<file path="src/rtl/token_pkg.sv">
`default_nettype none
// ============================================================================
//  Module      : token_pkg
//  Description : Shared token kind constants, keyword byte strings and the
//                printer FSM state encoding (also imported by the lexer).
//  Revision    : 1.0 - initial release
// ============================================================================
package token_pkg;

   // Token kind codes carried in bits [15:8] of a token
   localparam logic [7:0] CHAR  = 8'd1;
   localparam logic [7:0] FOR   = 8'd2;
   localparam logic [7:0] WHILE = 8'd3;
   localparam logic [7:0] NUM   = 8'd4;
   localparam logic [7:0] EOF   = 8'hFF;

   // Five-byte spelling buffer; element [0] is the first byte emitted
   typedef logic [4:0][7:0] tok_buf_t;

   // Keyword spellings, unused tail bytes zero
   localparam tok_buf_t c_kw_char    = {8'h00, 8'h72, 8'h61, 8'h68, 8'h63};
   localparam tok_buf_t c_kw_for     = {8'h00, 8'h00, 8'h72, 8'h6F, 8'h66};
   localparam tok_buf_t c_kw_while   = {8'h65, 8'h6C, 8'h69, 8'h68, 8'h77};
   localparam tok_buf_t c_kw_unknown = {8'h00, 8'h00, 8'h00, 8'h00, 8'h3F};
   localparam tok_buf_t c_kw_eol     = {8'h00, 8'h00, 8'h00, 8'h00, 8'h0A};

   // Printer FSM states
   typedef enum logic [1:0] {
      S_IDLE = 2'd0,
      S_EMIT = 2'd1,
      S_SEP  = 2'd2
   } state_t;

endpackage
`default_nettype wire

</file>
<file path="src/rtl/token_spell.sv">
`default_nettype none
// ============================================================================
//  Module      : token_spell
//  Description : Combinational token-to-text mapper: keyword ROM plus
//                unsigned decimal conversion of NUM values.
//  Revision    : 1.0 - initial release
// ============================================================================
module token_spell
   import token_pkg::*;
(
   input  logic [7:0] i_kind,
   input  logic [7:0] i_value,
   output tok_buf_t   o_buf,
   output logic [2:0] o_len,
   output logic       o_is_eof
);

   logic [7:0] w_hund;
   logic [7:0] w_tens;
   logic [7:0] w_ones;

   // Decimal digits of the value as ASCII; divisors are constants
   assign w_hund = (i_value / 8'd100) | 8'h30;
   assign w_tens = ((i_value / 8'd10) % 8'd10) | 8'h30;
   assign w_ones = (i_value % 8'd10) | 8'h30;

   // Select spelling and length by kind; NUM drops leading zeros
   always_comb begin
      o_buf    = '0;
      o_len    = 3'd1;
      o_is_eof = 1'b0;
      case (i_kind)
         CHAR: begin
            o_buf = c_kw_char;
            o_len = 3'd4;
         end
         FOR: begin
            o_buf = c_kw_for;
            o_len = 3'd3;
         end
         WHILE: begin
            o_buf = c_kw_while;
            o_len = 3'd5;
         end
         NUM: begin
            if (i_value < 8'd10) begin
               o_buf[0] = w_ones;
               o_len    = 3'd1;
            end else if (i_value < 8'd100) begin
               o_buf[0] = w_tens;
               o_buf[1] = w_ones;
               o_len    = 3'd2;
            end else begin
               o_buf[0] = w_hund;
               o_buf[1] = w_tens;
               o_buf[2] = w_ones;
               o_len    = 3'd3;
            end
         end
         EOF: begin
            o_buf    = c_kw_eol;
            o_len    = 3'd1;
            o_is_eof = 1'b1;
         end
         default: begin
            o_buf = c_kw_unknown;
            o_len = 3'd1;
         end
      endcase
   end

endmodule
`default_nettype wire

</file>
<file path="src/rtl/token_printer.sv">
`default_nettype none
// ============================================================================
//  Module      : token_printer
//  Description : Spells 16-bit lexer tokens back out as an ASCII byte
//                stream, each non-EOF token followed by a separator byte.
//  Revision    : 1.0 - initial release
// ============================================================================
module token_printer
   import token_pkg::*;
#(
   parameter logic [7:0] SEP = 8'h20
)
(
   input  logic        CLK,
   input  logic        RST,
   input  logic        I_VALID,
   input  logic [15:0] I_DATA,
   output logic        I_READY,
   output logic        O_VALID,
   output logic [7:0]  O_DATA,
   input  logic        O_READY
);

   state_t     r_state,   w_state_nxt;
   tok_buf_t   r_buf,     w_buf_nxt;
   logic [2:0] r_len,     w_len_nxt;
   logic [2:0] r_idx,     w_idx_nxt;
   logic       r_is_eof,  w_eof_nxt;
   logic       r_o_valid, w_valid_nxt;
   logic [7:0] r_o_data,  w_data_nxt;

   tok_buf_t   w_spell_buf;
   logic [2:0] w_spell_len;
   logic       w_spell_eof;
   logic       w_accept;
   logic       w_xfer;
   logic       w_last;
   logic [2:0] w_idx_inc;

   token_spell u_spell (
      .i_kind   (I_DATA[15:8]),
      .i_value  (I_DATA[7:0]),
      .o_buf    (w_spell_buf),
      .o_len    (w_spell_len),
      .o_is_eof (w_spell_eof)
   );

   // Ready is gated by reset so it reads 0 for the whole reset window
   assign I_READY   = RST && (r_state == S_IDLE);
   assign O_VALID   = r_o_valid;
   assign O_DATA    = r_o_data;
   assign w_accept  = I_VALID && I_READY;
   assign w_xfer    = r_o_valid && O_READY;
   assign w_last    = (r_idx == (r_len - 3'd1));
   assign w_idx_inc = r_idx + 3'd1;

   // Next-state and next-output logic; the output register is only reloaded
   // when it is empty or its current byte is being taken, so stalls hold it
   always_comb begin
      w_state_nxt = r_state;
      w_buf_nxt   = r_buf;
      w_len_nxt   = r_len;
      w_idx_nxt   = r_idx;
      w_eof_nxt   = r_is_eof;
      w_valid_nxt = r_o_valid;
      w_data_nxt  = r_o_data;
      case (r_state)
         S_IDLE: begin
            if (w_accept) begin
               w_buf_nxt   = w_spell_buf;
               w_len_nxt   = w_spell_len;
               w_eof_nxt   = w_spell_eof;
               w_idx_nxt   = 3'd0;
               w_state_nxt = S_EMIT;
            end
         end
         S_EMIT: begin
            if (!r_o_valid) begin
               // First cycle after capture: present the first character
               w_valid_nxt = 1'b1;
               w_data_nxt  = r_buf[r_idx];
            end else if (w_xfer) begin
               if (w_last) begin
                  if (r_is_eof) begin
                     w_valid_nxt = 1'b0;
                     w_state_nxt = S_IDLE;
                  end else begin
                     w_data_nxt  = SEP;
                     w_state_nxt = S_SEP;
                  end
               end else begin
                  w_idx_nxt  = w_idx_inc;
                  w_data_nxt = r_buf[w_idx_inc];
               end
            end
         end
         S_SEP: begin
            if (w_xfer) begin
               w_valid_nxt = 1'b0;
               w_state_nxt = S_IDLE;
            end
         end
         default: begin
            w_valid_nxt = 1'b0;
            w_state_nxt = S_IDLE;
         end
      endcase
   end

   // State, token buffer and output registers with synchronous reset
   always_ff @(posedge CLK) begin
      if (!RST) begin
         r_state   <= S_IDLE;
         r_buf     <= '0;
         r_len     <= 3'd0;
         r_idx     <= 3'd0;
         r_is_eof  <= 1'b0;
         r_o_valid <= 1'b0;
         r_o_data  <= 8'h00;
      end else begin
         r_state   <= w_state_nxt;
         r_buf     <= w_buf_nxt;
         r_len     <= w_len_nxt;
         r_idx     <= w_idx_nxt;
         r_is_eof  <= w_eof_nxt;
         r_o_valid <= w_valid_nxt;
         r_o_data  <= w_data_nxt;
      end
   end

endmodule
`default_nettype wire

</file>
<file path="config.mk">
export PLATFORM = sky130hd
export DESIGN_NAME = token_printer
export DESIGN_NICKNAME = d
export VERILOG_FILES = /design/src/rtl/token_pkg.sv /design/src/rtl/token_spell.sv /design/src/rtl/token_printer.sv
export SDC_FILE = /design/constraint.sdc
export NUM_CORES = 1
export LEC_CHECK = 0
export ABC_CLOCK_PERIOD_IN_PS = 3350
export CAP_MARGIN = 20
export CELL_PAD_IN_SITES_DETAIL_PLACEMENT = 0
export CELL_PAD_IN_SITES_GLOBAL_PLACEMENT = 1
export CORE_MARGIN = 2
export CORE_UTILIZATION = 41
export CTS_BUF_LIST = sky130_fd_sc_hd__clkbuf_8
export DETAILED_ROUTE_END_ITERATION = 10
export PLACE_DENSITY_LB_ADDON = 0.1
export SLEW_MARGIN = 20
export SYNTH_ARGS = -nofsm -noshare
export SYNTH_HDL_FRONTEND = slang
export SYNTH_SLANG_ARGS = --single-unit
</file>
<file path="constraint.sdc">
create_clock -name CLK -period 3.35 [get_ports CLK]
set_clock_uncertainty 0.05 [all_clocks]
set_input_delay 0.67 -clock CLK [delete_from_list [all_inputs] [get_ports CLK]]
set_output_delay 0.67 -clock CLK [all_outputs]
set_load 0.1 [all_outputs]
</file>
Yosys cells after proc, flatten, opt, wreduce, memory -nomap -nowiden
Cells that the tools add are included.
{"block": "word_totals", "reg_bits": 58, "out_inout_bits": 10, "word_cells": 84}
{"block": "classes", "n_addsub": 2, "n_div": 4, "magnitude_cmp": 4, "n_eq_ne": 16, "muxes": 36, "bitwise_logic": 1, "reduce_logical": 10}
{"operator": "24-bit case mux with 5 select lines", "n": 1}
{"operator": "8-bit two-way mux", "n": 8}
{"operator": "8-bit binary-select mux with 3-bit select", "n": 2}
{"operator": "16-bit two-way mux", "n": 2}
{"operator": "15-bit case mux with 2 select lines", "n": 1}
{"operator": "8-bit by 2-bit equality test with 1-bit output, second input constant", "n": 2}
{"operator": "8-bit by 4-bit modulo with 8-bit output, second input constant", "n": 2}
{"operator": "3-bit two-way mux", "n": 5}
{"operator": "2-bit two-way mux", "n": 6}
{"operator": "2-bit inequality test, second input constant", "n": 6}
{"operator": "3-bit case mux with 4 select lines", "n": 1}
{"operator": "5-bit AND reduction", "n": 2}
{"operator": "8-bit by 4-bit divider with 8-bit output, second input constant", "n": 1}
{"operator": "8-bit by 7-bit divider with 8-bit output, second input constant", "n": 1}
{"operator": "8-bit by 1-bit equality test with 1-bit output, second input constant", "n": 1}
{"operator": "8-bit by 3-bit equality test with 1-bit output, second input constant", "n": 1}
{"operator": "8-bit equality test, second input constant", "n": 1}
{"operator": "3-bit by 4-bit < comparator with 1-bit output, second input constant", "n": 2}
{"operator": "8-bit by 4-bit < comparator with 1-bit output, second input constant", "n": 1}
{"operator": "8-bit by 7-bit < comparator with 1-bit output, second input constant", "n": 1}
{"operator": "1-bit two-way mux", "n": 7}
{"operator": "2-bit case mux with 3 select lines", "n": 1}
{"operator": "3-bit case mux with 2 select lines", "n": 1}
{"operator": "2-bit AND reduction", "n": 2}
{"operator": "13 further kinds", "n": 15}

Depth between registers and ports, before layout
{"block": "depth", "depth_word": 6, "mapped_depth": 17}

Modules after synthesis
From an unflattened synthesis, not the netlist that was laid out.
{"block": "unflattened", "hier_cells": 587, "area_unflattened_um2": 4398.0}
{"module": "token_printer", "n_inst": 1, "cells_per_inst": 356, "area_each_um2": 2934.1}
{"module": "token_spell", "n_inst": 1, "cells_per_inst": 231, "area_each_um2": 1463.9}

Least setup slack after synthesis
Ideal clock, no wire load.
{"block": "synth_timing", "path_type": "input to register", "startpoint": "input RST", "endpoint": "register r_buf[15] in the netlist's numbering", "setup_ns": 0.065, "arrival_time_ns": 3.314, "required_time_ns": 3.235, "setup_slack_ns": -0.080, "path_stages": 9, "n_path_buf": 2, "path_cell_list": "clkbuf_1 nand2_1 nor2_1 nand2_1 clkbuf_1 nor2_1 nand3_1 o22a_1 nor2_1"}
{"block": "synth_via", "elab_chain_len": 3}
{"item": "start, declared", "line": "token_printer.sv:15", "source": "input logic RST,"}
{"item": "1-bit logical AND", "line": "token_printer.sv:49", "source": "assign I_READY = RST && (r_state == S_IDLE);"}
{"item": "via I_READY", "line": "token_printer.sv:18", "source": "output logic I_READY,"}
{"item": "1-bit logical AND", "line": "token_printer.sv:52", "source": "assign w_accept = I_VALID && I_READY;"}
{"item": "2-bit AND reduction (no source line)"}
{"item": "end signal, assigned", "line": "token_printer.sv:122", "source": "r_buf <= w_buf_nxt;"}
{"item": "end, declared", "line": "token_printer.sv:25", "source": "tok_buf_t r_buf, w_buf_nxt;"}
The timed path passes the listed nets, and every way through them passes these cells.
A chain may end at the register's enable or synchronous reset.

Worst setup path in the final report
{"block": "layout_timing", "startpoint": "input I_DATA[6]", "endpoint": "register r_buf[11] in the netlist's numbering"}
{"block": "layout_via", "elab_chain_len": 5}
{"item": "start, declared", "line": "token_printer.sv:17", "source": "input logic [15:0] I_DATA,"}
{"item": "8-bit by 4-bit divider with 8-bit output", "line": "token_spell.sv:24", "source": "assign w_tens = ((i_value / 8'd10) % 8'd10) | 8'h30;"}
{"item": "8-bit by 4-bit modulo with 8-bit output", "line": "token_spell.sv:24"}
{"item": "16-bit two-way mux", "line": "token_spell.sv:49", "source": "end else if (i_value < 8'd100) begin"}
{"item": "16-bit two-way mux *", "line": "token_spell.sv:46", "source": "if (i_value < 8'd10) begin"}
{"item": "24-bit case mux with 5 select lines *", "line": "token_spell.sv:32", "source": "case (i_kind)"}
Every way passes the cells marked *; elsewhere a longest branch is shown, timed or not.

==> metrics.md <==
| Metric | Value |
|---|---|
| Die area | `about 0.0089 mm²` |
| Most common cell after layout, fill and taps aside | `buf_4` |
| Syn Nets | `440` |
| CP Data Required Time | `about 3500 ps` |
| Final WL | `roughly 9.5 mm` |
| Worst setup EP type | `flip-flop` |
| Post-route ant nets | `0` |
| Synth Instances | `approximately 420` |
| Ant. Diodes | `0` |
| Wire per inst | `around 16 µm` |
| Worst Path Arrival | `around 3300 ps` |
| Global Route Usage Sum | `approximately 22%` |
| Final min period | `3187 ps` |
| Reg2reg setup slack | `approximately 940 ps` |
| Synth area leader | `dfxtp_1` |
| Distinct cells, synth | `75` |
| Fmax | `313.8 MHz` |
| Clock root buffer master | `clkbuf_8` |
| Design area | `between 0.004 and 0.005 mm²` |
| Placed cell areas | `between 0.004 and 0.005 mm²` |
| Top FF cell, synth | `dfxtp_1` |
| Final Hold Viols | `0` |
| Vias in the first global route | `approximately 3100` |
| PwrDens | `347.7 mW/mm²` |
| First-pass GRT wire length | `approximately 16 mm` |
| Final Max Slew Viols | `0` |
| CORE AREA | `around 0.008 mm²` |
| Max_cap viols | `0` |
| Final setup fails | `0` |
| CTS clk-pin slew, worst paths | `80 ps` |
| Top cells by area, synth | `dfxtp_1 (27%), mux4_2 (8.1%), nand2_1 (5.4%), o21ai_0 (4.8%), nor2_1 (4.6%)` |
| I/O Buffers | `29` |
| Yosys reg bits | `45` |
| Layout Nets | `between 500 and 600` |
| Via density | `5.704` |
| Hpwl dp | `7.440 mm` |
| Worst-Skew Late Latency | `about 300 ps` |
| Ys Warns | `0` |
| FF-to-FF Start | `r_idx[1]` |
| Placer Congestion | `roughly 0.85` |
| Worst hold slack | `about 420 ps` |
| Vias after detailed routing | `roughly 3300` |
| Syn Std Cell Area | `~0.0033 mm²` |
| Post-synth top area share | `a little over a quarter` |
| Post-synthesis sequential area ratio | `a little over a quarter` |
| H-tree Lvls | `2` |
| CTS buffer count | `5` |
| FF-to-FF path depth | `5` |
| Status | `complete, no violations` |
| Crit path launch type | `input pin` |
| Final period utilization | `between 90% and 100%` |
| Most frequent cells in the layout | `buf_4 (70), nand2_1 (48), dfxtp_1 (45), nor2_1 (39), o21ai_0 (31)` |
| DIE HEIGHT | `~94 µm` |
| Initial DRC Count | `between 100 and 150` |
| Layout cells sized above 1 | `a little over a quarter` |
| CTS tree | `yes` |
| Bufs on Longest Clock Path | `2` |
| Gr ovfl total | `0` |
| Die X | `94.32 µm` |
| CP startpoint | `I_DATA[6]` |
| Hold Crit Class | `flip-flop to flip-flop` |
| FF/Latch Area | `about 900 µm²` |
| Leakage power | `between 1.5 and 2 nW` |
| CP Max Fanout | `3` |
| Initial Util | `a little over two fifths` |
| Headroom to the max-slew limit | `a little over half` |
| I/O Pins | `30` |
| Synth Area per Inst | `a little over 8 µm²` |
| Largest net degree at the start of global routing | `26` |
| Crit Path Class | `input pin to flip-flop` |
| Num rows | `32` |
| Worst slew pin tran | `between 600 and 700 ps` |
| Multi-input logic area | `between 0.002 and 0.0025 mm²` |
| Number of buffers inserted by hold repair at cts | `0` |
| Clock sinks | `45` |
| Number of flops mapped to enable cells by yosys | `0` |
| Maximum VDD drop | `~160 µV` |
| Initial antenna violation count | `0` |
| Crit path to | `r_buf[11]` |
| Ys async rst share | `0%` |
| Drt drc | `0` |
| Detailed Routing Iterations Pass 1 | `4` |
| Number of fill cells | `~800` |
| Area growth syn-to-layout | `26.08%` |
| Worst r2r dst | `O_DATA[0]` |
[flip-flops by register name (all words and copies together) (netlist names)]
| name | count |
|---|---|
| O_VALID | 1 |
| r_idx | 3 |
| r_len | 3 |
| r_is_eof | 1 |
| r_buf | 27 |
| r_state | 2 |
| O_DATA | 8 |
[cell type report]
class	count	share of cell area, %
Timing Repair Buffer	92	17.66
Clock buffer	7	2.285
Tap cell	102	3.027
Clock inverter	1	0.1187
Sequential cell	45	21.37
Inverter	15	1.335
Multi-Input combinational cell	323	54.21
[layer usage]
| layer | up-vias | GRT usage (%) | part of all wire (%) |
|---|---|---|---|
| met2 | 56 | 38.45 | 50 |
| li1 | 1684 | - | - |
| met4 | 0 | 8.575 | 2.5 |
| met3 | 19 | 2.809 | 3.5 |
| met1 | 1578 | 28.67 | 44 |
| met5 | - | 0 | 0 |
[where the power goes]
group	leakage, nW	total, W	switching, W	internal, W
Combinational	1.21	0.000515	0.000297	0.000219
Clock	0.0542	0.000369	0.000183	0.000187
Sequential	0.368	0.000582	0.0000221	0.000560
Total	1.63	0.00147	0.000502	0.000965
[per-stage QoR]
| step | std cells | setup TNS (ps) | power [W] | worst slack (ps) | utilization, % |
|---|---|---|---|---|---|
| after floorplan | 415 | 0 | 0.0009118 | 8.519 | - |
| after global placement | 573 | -3648 | 0.001083 | -410.1 | 51.84 |
| after detailed placement | 573 | -5154 | 0.001088 | -567.4 | 51.84 |
| after CTS | 583 | 0 | 0.001467 | 2.405 | 53.70 |
| after global routing | 585 | -43.60 | 0.001551 | -43.60 | 54.01 |
| final | 585 | 0 | 0.001466 | 162.9 | 54.01 |
[critical path, stage by stage]
cell and delay [ps]:
dlygate4sd2_1 250, and4bb_4 340, a221oi_2 40, o21a_1 130
inv_1 80, ha_2 180, and2_4 140, nand4_1 160
o41ai_4 240, buf_4 200, xnor2_2 130, ha_2 230
nor3_1 60, a21o_1 200, a221oi_2 230, nor2_1 70
[how the worst min path moves through the flow]
stage	slack, ps	from	endpoint	cells after the start
6_report	420	r_buf[20]	r_buf[20]	2
3_3_place_gp	410	r_buf[20]	r_buf[20]	2
3_5_place_dp	410	r_buf[20]	r_buf[20]	2
5_1_grt	470	r_buf[20]	r_buf[20]	2
2_1_floorplan	390	r_buf[17]	r_buf[17]	2
4_1_cts	420	r_buf[20]	r_buf[20]	2
[synthesized netlist by cell type (3+ instances only)]
master	n
a211oi_1	6
a21boi_0	3
a21oi_1	26
a221oi_1	3
a22oi_1	7
a31oi_1	10
and3_1	5
buf_2	5
buf_4	5
clkbuf_1	20
dfxtp_1	45
ha_1	5
inv_1	15
mux2i_1	5
mux4_2	12
nand2_1	48
nand2b_1	3
nand3_1	19
nand4_1	5
nor2_1	41
nor2b_1	5
nor3_1	5
nor4bb_1	4
o21ai_0	32
o31ai_1	7
or3_1	3
xnor2_1	8
xor2_1	5
[timing repair]
item / 4_1_cts / 5_1_grt
gates resized for setup: 15 / 8
pin swaps: 5 / 4
hold endpoints to repair: 0 / 0
setup buffers: 2 / 2
endpoints found under the setup margin: 8 / 8
[logic make-up (layout without fill, tap and decap cells)]
family / after synthesis / count (layout) / synth area share [%]
muxes: 19 / 19 / 10.25
and+or+nand+nor: 155 / 155 / 22.86
adders and majority gates: 5 / 5 / 1.871
buffers and inverters: 47 / 115 / 6.247
xor gates and xnor gates: 13 / 13 / 3.404
AOI/OAI and AO/OA: 131 / 131 / 28.43
DFF: 45 / 45 / 26.94
(Power assumes the default switching activity.)
